==> src/rtl/pipe_run_controller.sv <==
// pipe_run_controller
//   Run/step/halt sequencer for a simple pipelined core. It gates the
//   PC/pipeline-latch enable, counts executed (enabled) cycles, drains the
//   pipeline for a fixed number of cycles once a halt instruction reaches
//   IF/ID, and issues a one-cycle program-reset pulse on request.
//
// Ports
//   i_clk          clock, all state on rising edge
//   i_rst          asynchronous active-high reset
//   i_cmd_valid    command present
//   i_cmd_op       00 RUN, 01 STEP, 10 STOP, 11 PROG_RESET
//   i_step_count   cycles to execute for STEP (0 is treated as 1)
//   i_halt_id      halt instruction present in IF/ID
//   i_load_busy    instruction memory write in progress (pauses execution)
//   o_cmd_ready    command accepted when i_cmd_valid && o_cmd_ready
//   o_pipe_en      enable for PC and pipeline latches
//   o_prog_reset   one-cycle program reset pulse (registered)
//   o_done         one-cycle completion pulse (registered)
//   o_state        current FSM state
//   o_cycle_count  enabled cycles since last program reset (saturating)
module pipe_run_controller #(
    parameter int DRAIN_CYCLES = 4,
    parameter int COUNT_W      = 32
) (
    input  logic               i_clk,
    input  logic               i_rst,
    input  logic               i_cmd_valid,
    input  logic [1:0]         i_cmd_op,
    input  logic [7:0]         i_step_count,
    input  logic               i_halt_id,
    input  logic               i_load_busy,
    output logic               o_cmd_ready,
    output logic               o_pipe_en,
    output logic               o_prog_reset,
    output logic               o_done,
    output logic [2:0]         o_state,
    output logic [COUNT_W-1:0] o_cycle_count
);

    // Wide enough to hold DRAIN_CYCLES, never zero bits wide.
    localparam int DRAIN_W = $clog2(DRAIN_CYCLES + 2);

    typedef enum logic [2:0] {
        S_IDLE   = 3'd0,
        S_RUN    = 3'd1,
        S_STEP   = 3'd2,
        S_DRAIN  = 3'd3,
        S_HALTED = 3'd4,
        S_PRESET = 3'd5
    } state_t;

    typedef enum logic [1:0] {
        OP_RUN        = 2'b00,
        OP_STEP       = 2'b01,
        OP_STOP       = 2'b10,
        OP_PROG_RESET = 2'b11
    } cmd_t;

    state_t               state_q, state_d;
    logic [7:0]           step_q, step_d;
    logic [DRAIN_W-1:0]   drain_q, drain_d;
    logic [COUNT_W-1:0]   count_q;
    logic                 done_d, prog_d;
    logic                 accept;
    cmd_t                 op;

    assign op = cmd_t'(i_cmd_op);

    // Load-busy freezes everything: no enable, no command acceptance.
    assign o_pipe_en   = !i_load_busy &&
                         (state_q == S_RUN || state_q == S_STEP || state_q == S_DRAIN);
    assign o_cmd_ready = !i_load_busy &&
                         (state_q == S_IDLE || state_q == S_RUN || state_q == S_HALTED);
    assign accept      = i_cmd_valid && o_cmd_ready;

    assign o_state       = state_q;
    assign o_cycle_count = count_q;

    always_comb begin
        // NOTE: every signal driven here gets a default first, so no path
        // through the case can leave one unassigned and infer a latch.
        state_d = state_q;
        step_d  = step_q;
        drain_d = drain_q;
        done_d  = 1'b0;
        prog_d  = 1'b0;

        case (state_q)
            S_IDLE: begin
                if (accept) begin
                    case (op)
                        OP_RUN:  state_d = S_RUN;
                        OP_STEP: begin
                            state_d = S_STEP;
                            step_d  = (i_step_count == 8'd0) ? 8'd1 : i_step_count;
                        end
                        OP_PROG_RESET: begin
                            state_d = S_PRESET;
                            prog_d  = 1'b1;
                        end
                        default: ;  // STOP while idle has nothing to stop
                    endcase
                end
            end

            S_RUN: begin
                // Halt wins over a STOP presented in the same cycle.
                if (o_pipe_en && i_halt_id) begin
                    state_d = S_DRAIN;
                    drain_d = DRAIN_W'(DRAIN_CYCLES);
                end else if (accept && op == OP_STOP) begin
                    state_d = S_IDLE;
                    done_d  = 1'b1;
                end
            end

            S_STEP: begin
                if (o_pipe_en) begin
                    step_d = step_q - 8'd1;
                    // Halt wins over finishing the last step.
                    if (i_halt_id) begin
                        state_d = S_DRAIN;
                        drain_d = DRAIN_W'(DRAIN_CYCLES);
                    end else if (step_q <= 8'd1) begin
                        state_d = S_IDLE;
                        step_d  = 8'd0;
                        done_d  = 1'b1;
                    end
                end
            end

            S_DRAIN: begin
                if (o_pipe_en) begin
                    if (drain_q <= DRAIN_W'(1)) begin
                        state_d = S_HALTED;
                        drain_d = '0;
                        done_d  = 1'b1;
                    end else begin
                        drain_d = drain_q - DRAIN_W'(1);
                    end
                end
            end

            S_HALTED: begin
                if (accept && op == OP_PROG_RESET) begin
                    state_d = S_PRESET;
                    prog_d  = 1'b1;
                end
            end

            S_PRESET: state_d = S_IDLE;

            default:  state_d = S_IDLE;
        endcase
    end

    // NOTE: sequential state uses non-blocking assignments so every register
    // samples the pre-edge values regardless of statement order.
    always_ff @(posedge i_clk or posedge i_rst) begin
        if (i_rst) begin
            // NOTE: all counters are explicitly reset; an aborted STEP or
            // DRAIN must not leave a stale count behind for the next run.
            state_q      <= S_IDLE;
            step_q       <= '0;
            drain_q      <= '0;
            count_q      <= '0;
            o_done       <= 1'b0;
            o_prog_reset <= 1'b0;
        end else begin
            state_q      <= state_d;
            step_q       <= step_d;
            drain_q      <= drain_d;
            o_done       <= done_d;
            o_prog_reset <= prog_d;
            // Clear coincides with entering PRESET; pipe_en is never high
            // in the states that can issue it, so there is no conflict.
            if (prog_d) begin
                count_q <= '0;
            end else if (o_pipe_en && !(&count_q)) begin
                count_q <= count_q + COUNT_W'(1);
            end
        end
    end

endmodule

==> config.mk <==
export PLATFORM = sky130hd
export DESIGN_NAME = pipe_run_controller
export DESIGN_NICKNAME = d
export VERILOG_FILES = /design/src/rtl/pipe_run_controller.sv
export SDC_FILE = /design/constraint.sdc
export NUM_CORES = 1
export LEC_CHECK = 0
export CAP_MARGIN = 30
export CORE_ASPECT_RATIO = 2
export CORE_MARGIN = 2
export CORE_UTILIZATION = 52
export DETAILED_ROUTE_END_ITERATION = 8
export GPL_TIMING_DRIVEN = 0
export PLACE_DENSITY = 0.8
export SLEW_MARGIN = 20
export SYNTH_ARGS = -nofsm -noshare
export SYNTH_HDL_FRONTEND = slang
export SYNTH_SLANG_ARGS = --single-unit
export TNS_END_PERCENT = 1
==> constraint.sdc <==
create_clock -name i_clk -period 3.5 [get_ports i_clk]
set_clock_uncertainty 0.15 [all_clocks]
set_input_delay 0.7 -clock i_clk [delete_from_list [all_inputs] [get_ports i_clk]]
set_output_delay 0.7 -clock i_clk [all_outputs]
set_load 0.1 [all_outputs]
Word-level counts from Yosys, hierarchy flattened --
Index checks and enable logic that the tools add are counted.
Cells by class: $add $sub $neg 3, $lt $le $gt $ge 2, equality and inequality tests 18, muxes and demuxes 38, reductions and logical operators 23
Operators with widths (number):
- 32-bit two-way mux | 2
- 8-bit two-way mux | 6
- 3-bit two-way mux | 14
- 32-bit by 1-bit adder with 32-bit output (second input constant) | 1
- 32-bit AND reduction | 1
- 3-bit one-hot mux with 3 select lines | 2
- 8-bit one-hot mux with 2 select lines | 1
- 3-bit one-hot mux with 5 select lines | 1
- 1-bit two-way mux | 10
- 8-bit by 1-bit less-or-equal comparator with 1-bit output (second input constant) | 1
- 8-bit logical NOT | 1
- 2-bit by 1-bit inequality test with 1-bit output (second input constant) | 4
- 2-bit inequality test (second input constant) | 4
- 8-bit AND reduction | 1
- 8-bit by 1-bit subtractor with 8-bit output (second input constant) | 1
- 1-bit logical AND | 7
- 3-bit by 2-bit equality test with 1-bit output (second input constant) | 2
- 5-bit AND reduction | 1
- 2-bit equality test (second input constant) | 2
- 1-bit logical OR | 4
- 4-bit by 1-bit inequality test with 1-bit output (second input constant) | 1
- 4-bit AND reduction | 1
- 2-bit nonzero test | 2
- 3-bit by 1-bit equality test with 1-bit output (second input constant) | 1
- 12 further kinds | 13
Word-level totals: register bits after elaboration 48, input port bits 15, output and inout port bits 39

Logic depth before layout (Yosys ltp) --
Gate-level depths: netlist of the first run.
depth in word-level cells 9, mapped depth 8, mapped depth without buffers 7

Least setup slack after synthesis of the first run --
No wires, ideal clock.
path type flip-flop to flip-flop, from register state_q[0], in the netlist o_state[0], to register count_q[8], in the netlist o_cycle_count[8], arrival 3.197 ns, data required time 3.270 ns, setup slack 0.073 ns, stages on the path, launching flop included 8, buffers on the path 1, path through dfrtp_1 clkbuf_1 nor2_1 or2_2 inv_1 o31ai_1 or4_1 a21oi_1
On the way: elaborated cells between the ends (all ways) 19, classes of those cells eq/ne (4); mux (4); reduce/logical (11)
RTL lines:
- start, declared | line 59 | state_t state_q, state_d;
- start signal, assigned | line 170 | state_q <= state_d;
- 3-bit by 1-bit equality test with 1-bit output / 3-bit by 2-bit equality test with 1-bit output (equally long branches) | line 71 | (state_q == S_RUN || state_q == S_STEP || state_q == S_DRAIN);
- 1-bit logical OR | line 71
- 1-bit logical OR * | line 71
- 1-bit logical AND * | line 70 | assign o_pipe_en = !i_load_busy &&
- net o_pipe_en | line 33 | output logic o_pipe_en,
- 1-bit logical AND * | line 179 | end else if (o_pipe_en && !(&count_q)) begin
- 2-bit nonzero test (no line) *
- end signal, assigned | line 180 | count_q <= count_q + COUNT_W'(1);
- end, declared | line 62 | logic [COUNT_W-1:0] count_q;
The timed path passes the listed nets; every way through them passes the cells marked *. A chain may end at the register's enable or synchronous reset.

Worst setup path in the final report of the first run --
from input i_load_busy, to output o_cmd_ready
On the way: longest elaborated chain between the ends 2
Ends and longest elaborated chain:
- start, declared | line 31 | input logic i_load_busy,
- 1-bit logical NOT | line 72 | assign o_cmd_ready = !i_load_busy &&
- 1-bit logical AND | line 72
- end, declared | line 32 | output logic o_cmd_ready,
No other way between the ends.

==> results.json, run 1 <==
{
  "hold_path.class": "reg -> reg",
  "setup_viol_count_final": 0,
  "final-hold-violation-count": 0,
  "critPathLaunchType": "input port",
  "post-cts-setup-buffer-count": 0,
  "crit_arrival_ps": 2540,
  "finalCriticalPeriod_ps": 3390,
  "nets": 402,
  "grt_pass1_vias": 2726,
  "hold_buffers": 0,
  "worst_slack_ps": 109.7,
  "io_pins": 54,
  "crit_start": "i_load_busy",
  "critical_path_class": "in -> out",
  "synthDistinctLibCells": 49,
  "worst-path-max-fanout": 10,
  "first_pass_iters": 4,
  "die_h_um": 108.0,
  "p_leak_uw": 0.001386,
  "grt_pass1_wl_um": 11950,
  "critPathMaxStageDelay_ps": 820,
  "crit_buf_inv": 4,
  "cts_max_path_buffers": 2,
  "worstReg2RegStart": "o_cycle_count[21]$_DFFE_PP0P_",
  "required_ps": 2650,
  "die_area_um2": 6044,
  "antenna_found_initial": 0,
  "ys_ff_latch": 48,
  "ys.flop_type": "dfrtp_1",
  "h-tree-depth": 2,
  "antenna_left": 0,
  "reg2reg_to": "o_cycle_count[6]$_DFFE_PP0P_",
  "yosys_warnings": 0,
  "route.detailed.drc": 0,
  "tns_ps": 0,
  "numCtsBuffers": 5,
  "cts_tree": "yes",
  "clock_latency_ps": 310,
  "timing.fmax_mhz": 295.0,
  "synthArstFlopShare_pct": 100.0,
  "critical-path-slowest-cell": "clkdlybuf4s15_1",
  "cts.sinks": 48,
  "drive_gt1_share_pct": 4.961,
  "synthAdderAreaFrac_pct": 2.226,
  "first_iter_violations": 63,
  "synth-seq-area-share_pct": 42.74,
  "ir_drop_mv": 0.7535,
  "synth_compound_area_share_pct": 23.20,
  "rsz0062_at_grt": "no",
  "drt_wl_total_um": 6912,
  "dp_hpwl_um": 5368,
  "viasPerCell": 6.206,
  "initial_core_util_pct": 54.20,
  "port_buffers": 52,
  "clk_pin_slew_worst_paths_ps": 90,
  "die_w_um": 55.98,
  "crit_cells": 5,
  "rows": 37,
  "r2r_cells": 6,
  "synth.area.mux_share_pct": 1.113,
  "final_core_util_pct": 67.86,
  "syn-num-nets": 342,
  "synth_cells": 322,
  "synth_top_family_by_area": "simple AND/OR/NAND/NOR gates",
  "core_area_um2": 5185,
  "detailedPlace.worstSlack_ps": -389.4,
  "ff2ff_setup_slack_ps": 770,
  "holdCritStartpoint": "step_q[7]$_DFFE_PP0P_",
  "gp_congestion": 0.8226,
  "slew_violations": 0,
  "outcome": "complete, no violations",
  "worst_slew_pin_slew_ps": 969.0,
  "worstPathCellList": "clkdlybuf4s50_1, clkbuf_1, a211o_1, inv_1, clkdlybuf4s15_1",
  "area_delta_synth_final_pct": 25.20,
  "dr_total_vias": 2737,
  "wl_per_cell_um": 15.67,
  "grt_max_degree": 34,
  "avgSynthCellArea_um2": 8.727,
  "netlist_area_um2": 2810,
  "post-route-period-util_pct": 96.87,
  "synthSimpleGateAreaFrac_pct": 24.98,
  "worstHoldEndpoint": "step_q[7]$_DFFE_PP0P_",
  "synthXorXnorAreaFrac_pct": 1.247,
  "crit_family": "buffers and inverters",
  "grt_usage_pct": 24.63,
  "relSlewSlack_pct": 35.20,
  "synth-edff-count": 0,
  "root_buffer": "clkbuf_8",
  "endpoint_kind": "output pin",
  "antenna_cells": 0,
  "cellPowerDensity_nw_per_um2": 766.2,
  "gr-total-overflow": 0,
  "hold_depth": 1,
  "maxCapViolations": 0
}
placed cells by master, fill, tap and decap left out, drive strengths merged, types with 4 or more instances in the layout:
master / n
nor2: 16
nor3: 6
ha: 5
nand3: 20
o211ai: 4
dfrtp: 48
nand2b: 4
clkdlybuf4s50: 50
clkbuf: 19
o21ai: 32
or4: 11
o41ai: 4
o31ai: 10
a21oi: 24
inv: 18
nor4: 5
or3: 22
a22o: 8
nand4: 6
nand2: 25
synth_stat cells (5+ instances only):
cell / instances / area share [%]
a21oi_1: 24 / 4.3
nor3_1: 6 / 1.1
a22o_1: 8 / 2.5
o31ai_1: 10 / 2.7
inv_1: 18 / 2.4
or4_1: 10 / 2.7
clkbuf_1: 12 / 1.6
nand2_1: 25 / 3.3
nor2_1: 16 / 2.1
nor4_1: 5 / 1.1
o21ai_0: 32 / 5.7
ha_1: 5 / 2.2
dfrtp_1: 48 / 43
or3_1: 22 / 4.9
nand3_1: 20 / 3.6
nand4_1: 5 / 1.1
worst max path at each step:
| stage | endpoint |
|---|---|
| 6_report | o_cmd_ready |
| 2_1_floorplan | o_cycle_count[8]$_DFFE_PP0P_ |
| 4_1_cts | o_cmd_ready |
| 3_5_place_dp | o_pipe_en |
| 3_3_place_gp | o_pipe_en |
| 5_1_grt | o_cmd_ready |
report_power, final:
group / switching (uW) / total, uW / internal (uW) / leakage (uW)
Clock: 191 / 352 / 161 / 0.0000445
Combinational: 1070 / 1480 / 408 / 0.000709
Sequential: 172 / 868 / 696 / 0.000633
Total: 1430 / 2700 / 1270 / 0.00139
timing repair:
item,CTS,global route
gates resized for setup,4,1
endpoints found under the hold margin,0,0
setup endpoints to repair,2,1
metrics by stage:
step	power [uW]	area (um^2)	cells	hold WS, ps
floorplan	1993	2810	322	307.7
global placement	2330	3403	432	323.6
detailed placement	2358	3423	433	328.5
CTS	2705	3517	441	357.4
global route	2837	3518	441	374.5
finish	2696	3518	441	360.7
sequential cells by signal, summed over array words and instances (netlist names):
| name | flops |
|---|---|
| drain_q | 3 |
| o_cycle_count | 32 |
| o_done | 1 |
| o_prog_reset | 1 |
| o_state | 3 |
| step_q | 8 |
cell families after synthesis:
group | after synthesis
xor gates and xnor gates | 4
AOI/OAI and AO/OA | 102
adders and majority gates | 5
buffers and inverters | 33
DFF | 48
muxes | 3
and+or+nand+nor | 127
final cells by class:
cell class / instances / area, um^2
plain buffers: 14 / 55.05
clock buffers: 7 / 86.33
clock inverters: 1 / 7.507
fillers: 425 / 1667
inverters: 19 / 71.32
multi-input cells: 241 / 1483
flip-flops and latches: 48 / 1201
well taps: 58 / 72.57
repair buffers: 53 / 541.8
metal layers:
metal | track usage [%] | part of all wire (%) | up-vias
met1 | 25.74 | 37 | 1297
met2 | 45.97 | 56 | 80
met5 | 0 | 0 | -
li1 | - | - | 1335
met4 | 14.46 | 4.3 | 0
met3 | 2.990 | 3.0 | 25
(Power assumes the default switching activity.)
==> run 2: changes to the inputs <==
--- a/config.mk
+++ b/config.mk
@@ -5,13 +5,13 @@
 export SDC_FILE = /design/constraint.sdc
 export NUM_CORES = 1
 export LEC_CHECK = 0
-export CAP_MARGIN = 30
+export CAP_MARGIN = 10
 export CORE_ASPECT_RATIO = 2
 export CORE_MARGIN = 2
-export CORE_UTILIZATION = 52
+export CORE_UTILIZATION = 56
 export DETAILED_ROUTE_END_ITERATION = 8
 export GPL_TIMING_DRIVEN = 0
-export PLACE_DENSITY = 0.8
+export PLACE_DENSITY = 0.85
 export SLEW_MARGIN = 20
 export SYNTH_ARGS = -nofsm -noshare
 export SYNTH_HDL_FRONTEND = slang
==> constraint.sdc (replaced) <==
create_clock -name i_clk -period 3.9 [get_ports i_clk]
set_clock_uncertainty 0.15 [all_clocks]
set_input_delay 0.78 -clock i_clk [delete_from_list [all_inputs] [get_ports i_clk]]
set_output_delay 0.78 -clock i_clk [all_outputs]
set_load 0.1 [all_outputs]
==> results.json, run 2 (same netlist as run 1, synthesis figures left out) <==
{
  "outcome": "complete, no violations",
  "final_core_util_pct": 72.25,
  "grt_pass1_vias": 2754,
  "hold_depth": 1,
  "die_h_um": 104.2,
  "layout_common_cells": "clkdlybuf4s50_1 (50), dfrtp_1 (48), o21ai_0 (32), nand2_1 (25), a21oi_1 (24)",
  "cts_max_path_buffers": 2,
  "swShare_pct": 53.29,
  "p_int_uw": 1132,
  "dp_hpwl_um": 5535,
  "p_switching_uw": 1291,
  "slew_violations": 0,
  "antenna_found_initial": 0,
  "area_delta_synth_final_pct": 25.07,
  "cts.sinks": 48,
  "die_area_um2": 5635,
  "grt_usage_pct": 28.66,
  "root_buffer": "clkbuf_8",
  "antenna_left": 0,
  "die_w_um": 54.09,
  "p_leak_uw": 0.001403,
  "first_pass_iters": 4,
  "viasPerCell": 6.401,
  "cts_tree": "yes",
  "wl_per_cell_um": 16.30,
  "crit_arrival_ps": 2840,
  "io_pins": 54,
  "initial_core_util_pct": 57.77,
  "relSlewSlack_pct": 33.22,
  "gr-total-overflow": 0,
  "fillers": 388,
  "final.hold.worst_slack_ps": 359.8,
  "grt_pass1_wl_um": 12190,
  "final-hold-violation-count": 0,
  "crit_buf_inv": 3,
  "ff2ff_setup_slack_ps": 1100,
  "critical_path_class": "in -> out",
  "post-cts-setup-buffer-count": 0,
  "rows": 36,
  "worst-path-max-fanout": 4,
  "rsz0062_at_grt": "no",
  "clk_pin_slew_worst_paths_ps": 90,
  "clock_latency_ps": 310,
  "p_seq_share_pct": 32.4,
  "dr_total_vias": 2810,
  "core_area_um2": 4865,
  "ir_drop_mv": 0.6931,
  "required_ps": 2970,
  "antenna_cells": 0,
  "worstReg2RegStart": "o_cycle_count[22]$_DFFE_PP0P_",
  "critPathMaxStageDelay_ps": 870,
  "worst_slew_pin_slew_ps": 998.5,
  "dp.cells": 432,
  "multi_input_area_um2": 1483,
  "h-tree-depth": 2,
  "hold_path.class": "reg -> reg",
  "worstHoldEndpoint": "step_q[7]$_DFFE_PP0P_",
  "worstPathCellList": "clkdlybuf4s50_1, or2_2, or2_2, inv_1, dlygate4sd2_1",
  "maxCapViolations": 0,
  "post-route-period-util_pct": 96.75,
  "r2r_cells": 5,
  "numCtsBuffers": 5,
  "drive_gt1_share_pct": 4.712,
  "port_buffers": 52,
  "holdCritStartpoint": "step_q[7]$_DFFE_PP0P_",
  "grt_max_degree": 27,
  "hold_buffers": 0,
  "finalCriticalPeriod_ps": 3773,
  "endpoint_kind": "output pin",
  "nets": 402,
  "p_clk_share_pct": 12.9,
  "setup_viol_count_final": 0,
  "mostFrequentLayoutCell": "clkdlybuf4s50_1",
  "critical-path-slowest-cell": "dlygate4sd2_1",
  "largest_reg_flops": 32,
  "drt_wl_total_um": 7157,
  "critPathLaunchType": "input port",
  "register_area_um2": 1201,
  "combPwrFrac_pct": 54.7,
  "cellPowerDensity_nw_per_um2": 689.3,
  "first_iter_violations": 61,
  "route.detailed.drc": 0,
  "path_common_cell": "or2_2",
  "gp_congestion": 0.9226,
  "layout.cells.non_filler": 439,
  "crit_family": "buffers and inverters",
  "reg2reg_to": "o_cycle_count[11]$_DFFE_PP0P_",
  "timing.fmax_mhz": 265.0
}
run 2: cell types whose count changed in the layout (fill, tap and decap cells not counted), sizes merged:
| cell | change |
|---|---|
| clkbuf | -1 |
| clkdlybuf4s15 | -2 |
| clkinv | +1 |
| clkinvlp | -1 |
| dlygate4sd2 | +1 |
| dlymetal6s2s | +1 |
run 2: power groups by stage:
stage | clock (uW) | sequential (uW) | combinational (uW)
5_1_grt | 337 | 806 | 1410
3_3_place_gp | 0 | 786 | 1310
6_report | 312 | 784 | 1330
3_5_place_dp | 0 | 788 | 1330
2_1_floorplan | 0 | 1300 | 492
4_1_cts | 312 | 781 | 1330
run 2: layout make-up:
type	count	share of cell area [%]
Clock buffer	6	2.350
Inverter	19	2.029
Buffer	14	1.566
Sequential cell	48	34.18
Multi-Input combinational cell	241	42.19
Clock inverter	1	0.2492
Timing Repair Buffer	53	15.41
Tap cell	57	2.029
run 2: per-stage QoR:
step / setup slack (ps) / TNS (ps) / total power [uW] / cell area [um^2]
floorplan: 473.5 / 0 / 1789 / 2810
global placement: -149.8 / -149.8 / 2091 / 3402
detailed placement: -174.9 / -174.9 / 2119 / 3422
CTS: 41.56 / 0 / 2423 / 3512
global route: 84.16 / 0 / 2558 / 3515
finish: 126.8 / 0 / 2423 / 3515
run 2: worst max-delay path by stage:
stage	endpoint	cells after the start	slack, ps	start
after floorplan	o_cycle_count[8]$_DFFE_PP0P_	7	470	o_state[0]$_DFFE_PP0P_
after global placement	o_pipe_en	5	-150	i_load_busy
after detailed placement	o_pipe_en	5	-170	i_load_busy
after CTS	o_cmd_ready	5	40	i_load_busy
after global routing	o_pipe_en	5	80	i_load_busy
final	o_pipe_en	5	130	i_load_busy
run 2: layer usage:
metal | up-vias | wire [um] | track usage, %
met4 | 0 | 303 | 17.68
met5 | - | 0 | 0
met3 | 24 | 203 | 4.598
met1 | 1366 | 2571 | 29.21
li1 | 1331 | - | -
met2 | 89 | 4078 | 50.35
run 2: repair_timing:
item | 4_1_cts | 5_1_grt
resized for setup | 1 | 1
endpoints found under the hold margin | 0 | 0
endpoints found under the setup margin | 1 | 1
run 2: worst reg2reg max path, cell delays in order (launching register included):
cell	delay, ps
dfrtp_1	440
nand4_1	340
or4_1	690
o31ai_1	770
o21ai_0	170
a21oi_1	160
